File: config.mk
export PLATFORM = sky130hd
export DESIGN_NAME = id_stage_flat
export DESIGN_NICKNAME = d
export VERILOG_FILES = /design/src/rtl/id_stage_pkg.sv /design/src/rtl/id_stage_if.sv /design/src/rtl/id_stage_imm_gen.sv /design/src/rtl/id_stage.sv /design/src/flat_wrapper.sv
export SDC_FILE = /design/constraint.sdc
export NUM_CORES = 1
export LEC_CHECK = 0
export CORE_AREA = 2 2 143 145
export DETAILED_ROUTE_END_ITERATION = 7
export DIE_AREA = 0 0 145 147
export PLACE_DENSITY = 0.74
export RECOVER_POWER = 100
export SYNTH_ARGS = -nofsm -noshare
export SYNTH_HDL_FRONTEND = slang
export SYNTH_SLANG_ARGS = --single-unit
File: constraint.sdc
create_clock -name clk -period 5.1 [get_ports clk]
set_input_delay 0.51 -clock clk [delete_from_list [all_inputs] [get_ports clk]]
set_output_delay 0.51 -clock clk [all_outputs]
set_load 0.01 [all_outputs]
File: src/rtl/id_stage_pkg.sv
// id_stage_pkg: shared core constants for the decode stage
package id_stage_pkg;
  localparam int XLEN_DEFAULT = 32;
  typedef enum logic [6:0] {
    OP     = 7'b0110011,
    OP_IMM = 7'b0010011,
    LOAD   = 7'b0000011,
    STORE  = 7'b0100011,
    BRANCH = 7'b1100011,
    LUI    = 7'b0110111,
    AUIPC  = 7'b0010111,
    JAL    = 7'b1101111,
    JALR   = 7'b1100111
  } opcode_e;
endpackage

File: src/rtl/id_stage_if.sv
// id_stage_if: decode output register bundle handed to EX with its ready handshake
interface id_stage_if import id_stage_pkg::*; #(parameter int XLEN = XLEN_DEFAULT);
  logic            out_valid;
  logic            out_ready;
  logic [XLEN-1:0] out_pc;
  logic [XLEN-1:0] out_op1;
  logic [XLEN-1:0] out_op2;
  logic [XLEN-1:0] out_imm;
  logic [4:0]      out_rd;
  logic [6:0]      out_opcode;
  logic [2:0]      out_funct3;
  logic            out_funct7b5;
  logic            out_regwrite;
  logic            out_is_load;
  modport master(output out_valid, out_pc, out_op1, out_op2, out_imm, out_rd, out_opcode,
                 out_funct3, out_funct7b5, out_regwrite, out_is_load, input out_ready);
  modport slave(input out_valid, out_pc, out_op1, out_op2, out_imm, out_rd, out_opcode,
                out_funct3, out_funct7b5, out_regwrite, out_is_load, output out_ready);
endinterface

File: src/rtl/id_stage_imm_gen.sv
// imm_gen: I/S/B/U/J immediate extraction, sign-extended to XLEN
module imm_gen import id_stage_pkg::*; #(parameter int XLEN = XLEN_DEFAULT) (
  input  logic [31:0]     instr,
  output logic [XLEN-1:0] imm
);
  logic [6:0]  op;
  logic [31:0] i;
  assign op = instr[6:0];
  always_comb
    i = (op == LOAD || op == OP_IMM || op == JALR) ? {{20{instr[31]}}, instr[31:20]} :
        op == STORE  ? {{20{instr[31]}}, instr[31:25], instr[11:7]} :
        op == BRANCH ? {{19{instr[31]}}, instr[31], instr[7], instr[30:25], instr[11:8], 1'b0} :
        (op == LUI || op == AUIPC) ? {instr[31:12], 12'b0} :
        op == JAL    ? {{11{instr[31]}}, instr[31], instr[19:12], instr[20], instr[30:21], 1'b0} :
        32'b0;
  assign imm = XLEN'($signed(i));
endmodule

File: src/rtl/id_stage.sv
// id_stage: decode with operand forwarding, load/ALU-use stall, flush and output register
module id_stage import id_stage_pkg::*; #(parameter int XLEN = XLEN_DEFAULT) (
  input  logic            clk,
  input  logic            reset,
  input  logic            if_valid,
  input  logic [31:0]     if_instr,
  input  logic [XLEN-1:0] if_pc,
  output logic            id_ready,
  output logic [4:0]      rs1,
  output logic [4:0]      rs2,
  input  logic [XLEN-1:0] rd1,
  input  logic [XLEN-1:0] rd2,
  input  logic            mem_write,
  input  logic [4:0]      mem_rd,
  input  logic [XLEN-1:0] mem_result,
  input  logic            mem_is_load,
  input  logic            wb_write,
  input  logic [4:0]      wb_rd,
  input  logic [XLEN-1:0] wb_data,
  input  logic            flush,
  id_stage_if.master      ex
);
  logic [6:0]      op;
  logic [4:0]      rd;
  logic [XLEN-1:0] imm, op1, op2;
  logic            use1, use2, hazard, advance, regw;
  imm_gen #(.XLEN(XLEN)) u_imm (.instr(if_instr), .imm(imm));
  assign op  = if_instr[6:0];
  assign rd  = if_instr[11:7];
  assign rs1 = if_instr[19:15];
  assign rs2 = if_instr[24:20];
  always_comb begin
    use1 = !(op == LUI || op == AUIPC || op == JAL) && rs1 != 5'd0;
    use2 = (op == OP || op == STORE || op == BRANCH) && rs2 != 5'd0;
    op1 = rs1 == 5'd0 ? '0 : (mem_write && !mem_is_load && mem_rd == rs1) ? mem_result :
          (wb_write && wb_rd == rs1) ? wb_data : rd1;
    op2 = rs2 == 5'd0 ? '0 : (mem_write && !mem_is_load && mem_rd == rs2) ? mem_result :
          (wb_write && wb_rd == rs2) ? wb_data : rd2;
    // a producer still in EX, or a load still in MEM, cannot be forwarded yet
    hazard = (use1 && ((ex.out_valid && ex.out_regwrite && ex.out_rd == rs1) ||
                       (mem_write && mem_is_load && mem_rd == rs1))) ||
             (use2 && ((ex.out_valid && ex.out_regwrite && ex.out_rd == rs2) ||
                       (mem_write && mem_is_load && mem_rd == rs2)));
    regw = (op == OP || op == OP_IMM || op == LOAD || op == LUI || op == AUIPC ||
            op == JAL || op == JALR) && rd != 5'd0;
    advance = !ex.out_valid || ex.out_ready;
    id_ready = flush || (advance && !hazard);
  end
  always_ff @(posedge clk or posedge reset)
    if (reset) begin
      ex.out_valid    <= 1'b0;
      ex.out_pc       <= '0;
      ex.out_op1      <= '0;
      ex.out_op2      <= '0;
      ex.out_imm      <= '0;
      ex.out_rd       <= '0;
      ex.out_opcode   <= '0;
      ex.out_funct3   <= '0;
      ex.out_funct7b5 <= 1'b0;
      ex.out_regwrite <= 1'b0;
      ex.out_is_load  <= 1'b0;
    end else if (flush || (advance && hazard)) begin
      ex.out_valid    <= 1'b0;
      ex.out_regwrite <= 1'b0;
      ex.out_is_load  <= 1'b0;
    end else if (advance) begin
      ex.out_valid    <= if_valid;
      ex.out_pc       <= if_pc;
      ex.out_op1      <= op1;
      ex.out_op2      <= op2;
      ex.out_imm      <= imm;
      ex.out_rd       <= rd;
      ex.out_opcode   <= op;
      ex.out_funct3   <= if_instr[14:12];
      ex.out_funct7b5 <= if_instr[30];
      ex.out_regwrite <= if_valid && regw;
      ex.out_is_load  <= if_valid && op == LOAD;
    end
endmodule

File: src/flat_wrapper.sv
// flat-port wrapper written by rule: the top's interface ports become plain ports
module id_stage_flat import id_stage_pkg::*;
#(parameter int XLEN = XLEN_DEFAULT)
  (clk, reset, if_valid, if_instr, if_pc, id_ready, rs1, rs2, rd1, rd2, mem_write, mem_rd, mem_result, mem_is_load, wb_write, wb_rd, wb_data, flush, ex_out_valid, ex_out_pc, ex_out_op1, ex_out_op2, ex_out_imm, ex_out_rd, ex_out_opcode, ex_out_funct3, ex_out_funct7b5, ex_out_regwrite, ex_out_is_load, ex_out_ready);
  id_stage_if #(.XLEN(XLEN)) ex_i ();
  input  logic clk;
  input  logic reset;
  input  logic if_valid;
  input  logic [31:0] if_instr;
  input  logic [XLEN-1:0] if_pc;
  output logic id_ready;
  output logic [4:0] rs1;
  output logic [4:0] rs2;
  input  logic [XLEN-1:0] rd1;
  input  logic [XLEN-1:0] rd2;
  input  logic mem_write;
  input  logic [4:0] mem_rd;
  input  logic [XLEN-1:0] mem_result;
  input  logic mem_is_load;
  input  logic wb_write;
  input  logic [4:0] wb_rd;
  input  logic [XLEN-1:0] wb_data;
  input  logic flush;
  output wire logic [$bits(ex_i.out_valid)-1:0] ex_out_valid;
  output wire logic [$bits(ex_i.out_pc)-1:0] ex_out_pc;
  output wire logic [$bits(ex_i.out_op1)-1:0] ex_out_op1;
  output wire logic [$bits(ex_i.out_op2)-1:0] ex_out_op2;
  output wire logic [$bits(ex_i.out_imm)-1:0] ex_out_imm;
  output wire logic [$bits(ex_i.out_rd)-1:0] ex_out_rd;
  output wire logic [$bits(ex_i.out_opcode)-1:0] ex_out_opcode;
  output wire logic [$bits(ex_i.out_funct3)-1:0] ex_out_funct3;
  output wire logic [$bits(ex_i.out_funct7b5)-1:0] ex_out_funct7b5;
  output wire logic [$bits(ex_i.out_regwrite)-1:0] ex_out_regwrite;
  output wire logic [$bits(ex_i.out_is_load)-1:0] ex_out_is_load;
  input wire logic [$bits(ex_i.out_ready)-1:0] ex_out_ready;
  assign ex_out_valid = ex_i.out_valid;
  assign ex_out_pc = ex_i.out_pc;
  assign ex_out_op1 = ex_i.out_op1;
  assign ex_out_op2 = ex_i.out_op2;
  assign ex_out_imm = ex_i.out_imm;
  assign ex_out_rd = ex_i.out_rd;
  assign ex_out_opcode = ex_i.out_opcode;
  assign ex_out_funct3 = ex_i.out_funct3;
  assign ex_out_funct7b5 = ex_i.out_funct7b5;
  assign ex_out_regwrite = ex_i.out_regwrite;
  assign ex_out_is_load = ex_i.out_is_load;
  assign ex_i.out_ready = ex_out_ready;
  id_stage #(.XLEN(XLEN)) u_core (.clk(clk), .reset(reset), .if_valid(if_valid), .if_instr(if_instr), .if_pc(if_pc), .id_ready(id_ready), .rs1(rs1), .rs2(rs2), .rd1(rd1), .rd2(rd2), .mem_write(mem_write), .mem_rd(mem_rd), .mem_result(mem_result), .mem_is_load(mem_is_load), .wb_write(wb_write), .wb_rd(wb_rd), .wb_data(wb_data), .flush(flush), .ex(ex_i));
endmodule
Word-level counts from Yosys, hierarchy flattened
Cells that the tools add are included.

cells by class
  equal/unequal tests = 15
  multiplexer cells = 17
  bitwise logic cells = 1
  reduce and logical (&&, ||, !) cells = 49

operators by type and width
  operator              number
  $mux W32              11
  $eq A5 B5 Y1          6
  $eq A7 B6 Y1 const B  3
  $eq A7 B7 Y1 const B  3
  $logic_and A1 B1 Y1   20
  $logic_or A1 B1 Y1    18
  $reduce_bool A5 Y1    3
  $eq A7 B5 Y1 const B  2
  $logic_not A5 Y1      2
  $eq A7 B2 Y1 const B  1
  $mux W1               6
  $logic_not A1 Y1      4
  $reduce_and A2 Y1     1
  $reduce_bool A2 Y1    1
  $not A1 Y1            1

word-level totals
  bits in registers = 147
  input port bits = 210
  output and inout port bits = 158
  word-level logic and storage cells = 93

Longest topological paths before layout
  depth in word-level cells = 11
  mapped depth = 11
  gate-level depth less buffers = 7

Modules after synthesis
From an unflattened synthesis, not the netlist that was laid out.

second synthesis, totals
  cell total of the unflattened synthesis = 683
  area, all modules = 7955.1 um^2

modules (own cells, without submodules)
  module    instances  cells each  area an instance (um^2)  sequential area each (um^2)
  id_stage  1          617         7459.7                   3678.5
  imm_gen   1          66          495.5                    0.0

Worst setup path before layout
No wires, ideal clock.

  path kind = input-to-reg
  start point = input if_instr[21]
  end point = register u_core.ex.out_funct3[1] in the netlist's numbering
  library setup time = 125 ps
  arrival = 2468 ps
  required time = 4975 ps
  slack = 2507 ps
  cell stages on the path = 9
  buffers on the path = 4
  path through = buf_2 -> or4_4 -> nor2_4 -> a2111oi_1 -> a2111o_1 -> buf_2 -> buf_6 -> buf_6 -> mux2_4

between the ends
  word-level cells in the longest chain between the ends = 9
  elaborated cells between the ends (all ways) = 13
  classes of those cells = 2 x eq/ne; 1 x bitwise; 10 x reduce/logical

ends and longest elaborated chain
  element                                 RTL line                        source
  start: declaration                      flat_wrapper.sv:9               input logic [31:0] if_instr;
  $eq A5 B5 Y1 (on tied branches)         id_stage.sv:42, id_stage.sv:43
  $logic_and A1 B1 Y1 (on tied branches)  id_stage.sv:42, id_stage.sv:43
  $logic_or A1 B1 Y1                      id_stage.sv:42                  (use2 && ((ex.out_valid && ex.out_regwrite && ex.out_rd == rs2) ||
  $logic_and A1 B1 Y1 (*)                 id_stage.sv:42
  $logic_or A1 B1 Y1 (*)                  id_stage.sv:41                  (mem_write && mem_is_load && mem_rd == rs1))) ||
  $logic_and A1 B1 Y1 (*)                 id_stage.sv:62                  end else if (flush || (advance && hazard)) begin
  $logic_or A1 B1 Y1 (*)                  id_stage.sv:62
  $not A1 Y1 (no source line) (*)         -
  $reduce_and A2 Y1 (no source line) (*)  -
  end signal: assignment                  id_stage.sv:74                  ex.out_funct3 <= if_instr[14:12];
  end: declaration                        id_stage_if.sv:16               out_funct3, out_funct7b5, out_regwrite, out_is_load, input out_ready);

Mark *: on every way between the ends. The rest lies on a longest branch, timed or not.
A chain may end at the register's enable or synchronous reset.

Final worst setup path
  start point = input if_instr[23]
  end point = register u_core.ex.out_pc[15]

between the ends
  word-level cells in the longest chain between the ends = 9
  elaborated cells between the ends (all ways) = 13
  classes of those cells = 2 x eq/ne; 1 x bitwise; 10 x reduce/logical

ends and longest elaborated chain
  element                                 RTL line                        source
  $eq A5 B5 Y1 (on tied branches)         id_stage.sv:42, id_stage.sv:43
  $logic_and A1 B1 Y1 (on tied branches)  id_stage.sv:42, id_stage.sv:43
  $logic_or A1 B1 Y1                      id_stage.sv:42
  $logic_and A1 B1 Y1 (*)                 id_stage.sv:42
  $logic_or A1 B1 Y1 (*)                  id_stage.sv:41
  $logic_and A1 B1 Y1 (*)                 id_stage.sv:62
  $logic_or A1 B1 Y1 (*)                  id_stage.sv:62
  $not A1 Y1 (no source line) (*)         -
  $reduce_and A2 Y1 (no source line) (*)  -
  end signal: assignment                  id_stage.sv:68                  ex.out_pc <= if_pc;
  end: declaration                        id_stage_if.sv:15               modport master(output out_valid, out_pc, out_op1, out_op2, out_imm, out_rd, out_opcode,

Marked as above.

==> flow_metrics.py <==
metrics = {
    "sta": {
        "period_minus_slack_ns": 3.99,
        "grt_setup_unrepaired": "no",
        "fmax_mhz": 250,
        "tightest_slew_ns": 2.33,
        "slew_violations": 53,
        "setup_tns_ns": 0,
        "fin_worst_skew_ns": 0.0102,
        "setup_viol": 0,
        "final_hold_viol_count": 0,
        "holdWs_ns": 0.467,
        "fin_crit_sh_pct": 78.3,
        "max_slew_margin_pct": -56.1,
    },
    "route": {
        "vias": 7710,
        "drtIter0Drc": 449,
        "drc": 0,
        "routed_wl_um": 26900,
        "ant_nets": 0,
        "firstDrtPassIters": 5,
        "post_drt_wl_per_cell_um": 18.4,
        "via_per_inst": 5.27,
    },
    "critical_path": {
        "startpoint_type": "input pin",
        "cp-endpoint": "u_core.ex.out_pc[15]",
        "crit_start": "if_instr[23]",
        "cp_max_fo": 130,
        "ff2ff_path_depth": 7,
        "r2r_slack_ns": 1.77,
        "path_class": "in -> reg",
        "reg2reg_to": "u_core.ex.out_pc[15]",
        "cp.required_ns": 5.39,
        "cp.arrival_ns": 4.29,
        "r2r-start": "u_core.ex.out_rd[4]",
        "critPathCaptureType": "register",
    },
    "clock_tree": {
        "htree_levels": 4,
        "clock-sinks": 147,
        "ctsHoldBuffers": 0,
        "clock_latency_ns": 0.42,
        "ctsResizeCount": 0,
        "post_cts_buffers": 0,
        "cts_tree": "done",
        "clock-root-buffer": "clkbuf_16",
        "cts_buffers": 17,
        "clockBufferDepth": 2,
        "clkTransAtPathRegs_ns": 0.06,
    },
    "floorplanning": {
        "initial_utilization_pct": 39.0,
        "fp.dieW_um": 145,
        "pin_count": 368,
        "fp.dieH_um": 147,
        "core-area_um2": 19800,
        "num_rows": 52,
        "die-area_um2": 21300,
    },
    "global_routing": {
        "grt_max_degree": 131,
        "overflow": 0,
        "grt_first_pass_wirelength_um": 42200,
        "antenna_found_initial": 0,
        "gr-usage-all-layers_pct": 25.1,
        "grt_pass1_vias": 7527,
    },
    "logic_synthesis": {
        "avgSynthCellArea_um2": 8.98,
        "synth_area_leader_cell": "dfrtp_1",
        "synth_seq_cells": 147,
        "syn_area_um2": 7750,
        "syn_nets": 1073,
        "syn_inst": 863,
        "synth-seq-area-share_pct": 47.5,
        "async_reset_ff_share_pct": 100,
        "ys_top_cells_by_count": "nand2_1 (241), dfrtp_1 (147), o21ai_0 (94)",
        "synth_top_area_share_pct": 47.5,
        "ys_warn_count": 0,
        "yosysMostFrequentCell": "nand2_1",
        "synth_cell_types": 40,
        "ys.flop_type": "dfrtp_1",
        "synthTopCellsByArea": "dfrtp_1 (47%), nand2_1 (12%), o31ai_1 (6.6%), o21ai_0 (6.1%), mux2_4 (5.4%)",
        "synth_enable_flop_cells": 0,
    },
    "placed_design": {
        "portBuffers": 367,
        "dp_hpwl_um": 19400,
        "gp_congestion": 0.903,
    },
    "pwr": {
        "p_leak_nw": 5.16,
        "vdd_drop_max_mv": 0.226,
        "p_per_area_nw_per_um2": 285,
    },
    "run_status": {
        "outcome": "finished with violations",
        "violations": "max-capacitance violations, max-slew violations",
    },
    "layout": {
        "antenna_cells": 0,
        "syn_to_final_growth_pct": 54.3,
        "post-route-util_pct": 60.2,
        "layout-drive-gt1-share_pct": 5.95,
        "nNetsFinal": 1391,
    },
    "job": {
        "cap_violations": 2,
    },
    "hold_path": {
        "min_path_type": "reg -> reg",
    },
}
==> worst max-delay path, cell delays in order <==
cell and delay [ns]:
dlygate4sd3_1 0.53, clkbuf_1 0.51, or4_1 0.25, nor2_4 0.04, a2111oi_0 0.56, a2111o_2 0.29, clkbuf_4 1.04, mux2_2 0.43
==> layout by cell type, fill, tap and decap left out, types with 17 or more instances in the layout <==
master / Yosys / routed
o31ai_1: 68 / 68
o21ai_0: 94 / 94
dfrtp_1: 147 / 147
a21oi_1: 27 / 27
mux2_2: 20 / 20
nand3_1: 70 / 70
clkbuf_16: 0 / 17
nand2_1: 241 / 240
mux2_1: 0 / 28
dlygate4sd3_1: 0 / 159
clkdlybuf4s50_1: 0 / 208
==> worst min path at each step <==
stage / startpoint / end / slack (ns) / cells after the start
floorplan: u_core.ex.out_imm[25] / u_core.ex.out_imm[25] / 0.51 / 2
global placement: u_core.ex.out_op1[10] / u_core.ex.out_op1[10] / 0.46 / 2
detailed placement: u_core.ex.out_op2[27] / u_core.ex.out_op2[27] / 0.46 / 2
CTS: u_core.ex.out_op2[27] / u_core.ex.out_op2[27] / 0.48 / 2
global route: u_core.ex.out_op1[8] / u_core.ex.out_op1[8] / 0.49 / 2
finish: u_core.ex.out_op2[3] / u_core.ex.out_op2[3] / 0.47 / 2
==> report_power, final <==
group,internal [mW],total (mW),switching [mW]
Clock,0.737,1.27,0.532
Sequential,1.29,1.36,0.0660
Combinational,0.429,0.787,0.358
Total,2.46,3.41,0.955
==> cell type report <==
cell class              count  area [µm²]
clock buffers              18         429
clock inverters            14         171
fillers                  1752        7890
inverters                   1        5.00
multi-input cells         634        3570
flip-flops and latches    147        3680
well taps                 270         338
repair buffers            380        3760
==> through the flow <==
step	setup WS (ns)	total power [mW]	std cells	instance area, µm²
floorplan	0.639	1.74	863	7750
global placement	1.54	2.24	1432	11500
detailed placement	1.43	2.25	1432	11500
CTS	1.57	3.53	1464	12100
global route	0.844	3.57	1464	12000
finish	1.11	3.41	1464	12000
==> logic make-up after synthesis <==
family	after synthesis	synth area share, %
AO/OA/AOI/OAI	200	15.7
XOR/XNOR	30	3.39
multiplexers	52	8.85
AND/OR/NAND/NOR	352	19.4
flip-flops	147	47.5
buffers and inverters	82	5.17
==> sequential cells by signal (all words and copies together), names as in the netlist <==
signal / cells
u_core.ex.out_imm: 32
u_core.ex.out_regwrite: 1
u_core.ex.out_pc: 32
u_core.ex.out_op2: 32
u_core.ex.out_rd: 5
u_core.ex.out_funct7b5: 1
u_core.ex.out_opcode: 7
u_core.ex.out_funct3: 3
u_core.ex.out_is_load: 1
u_core.ex.out_valid: 1
u_core.ex.out_op1: 32
==> layer usage <==
layer / track usage [%] / up-vias / wire [µm]
met5: 0 / - / 0
met4: 10.7 / 0 / 1010
met3: 6.06 / 60 / 1940
met2: 41.5 / 331 / 13000
met1: 31.5 / 3677 / 11000
li1: - / 3642 / -
Power figures use the tool's default switching activity.
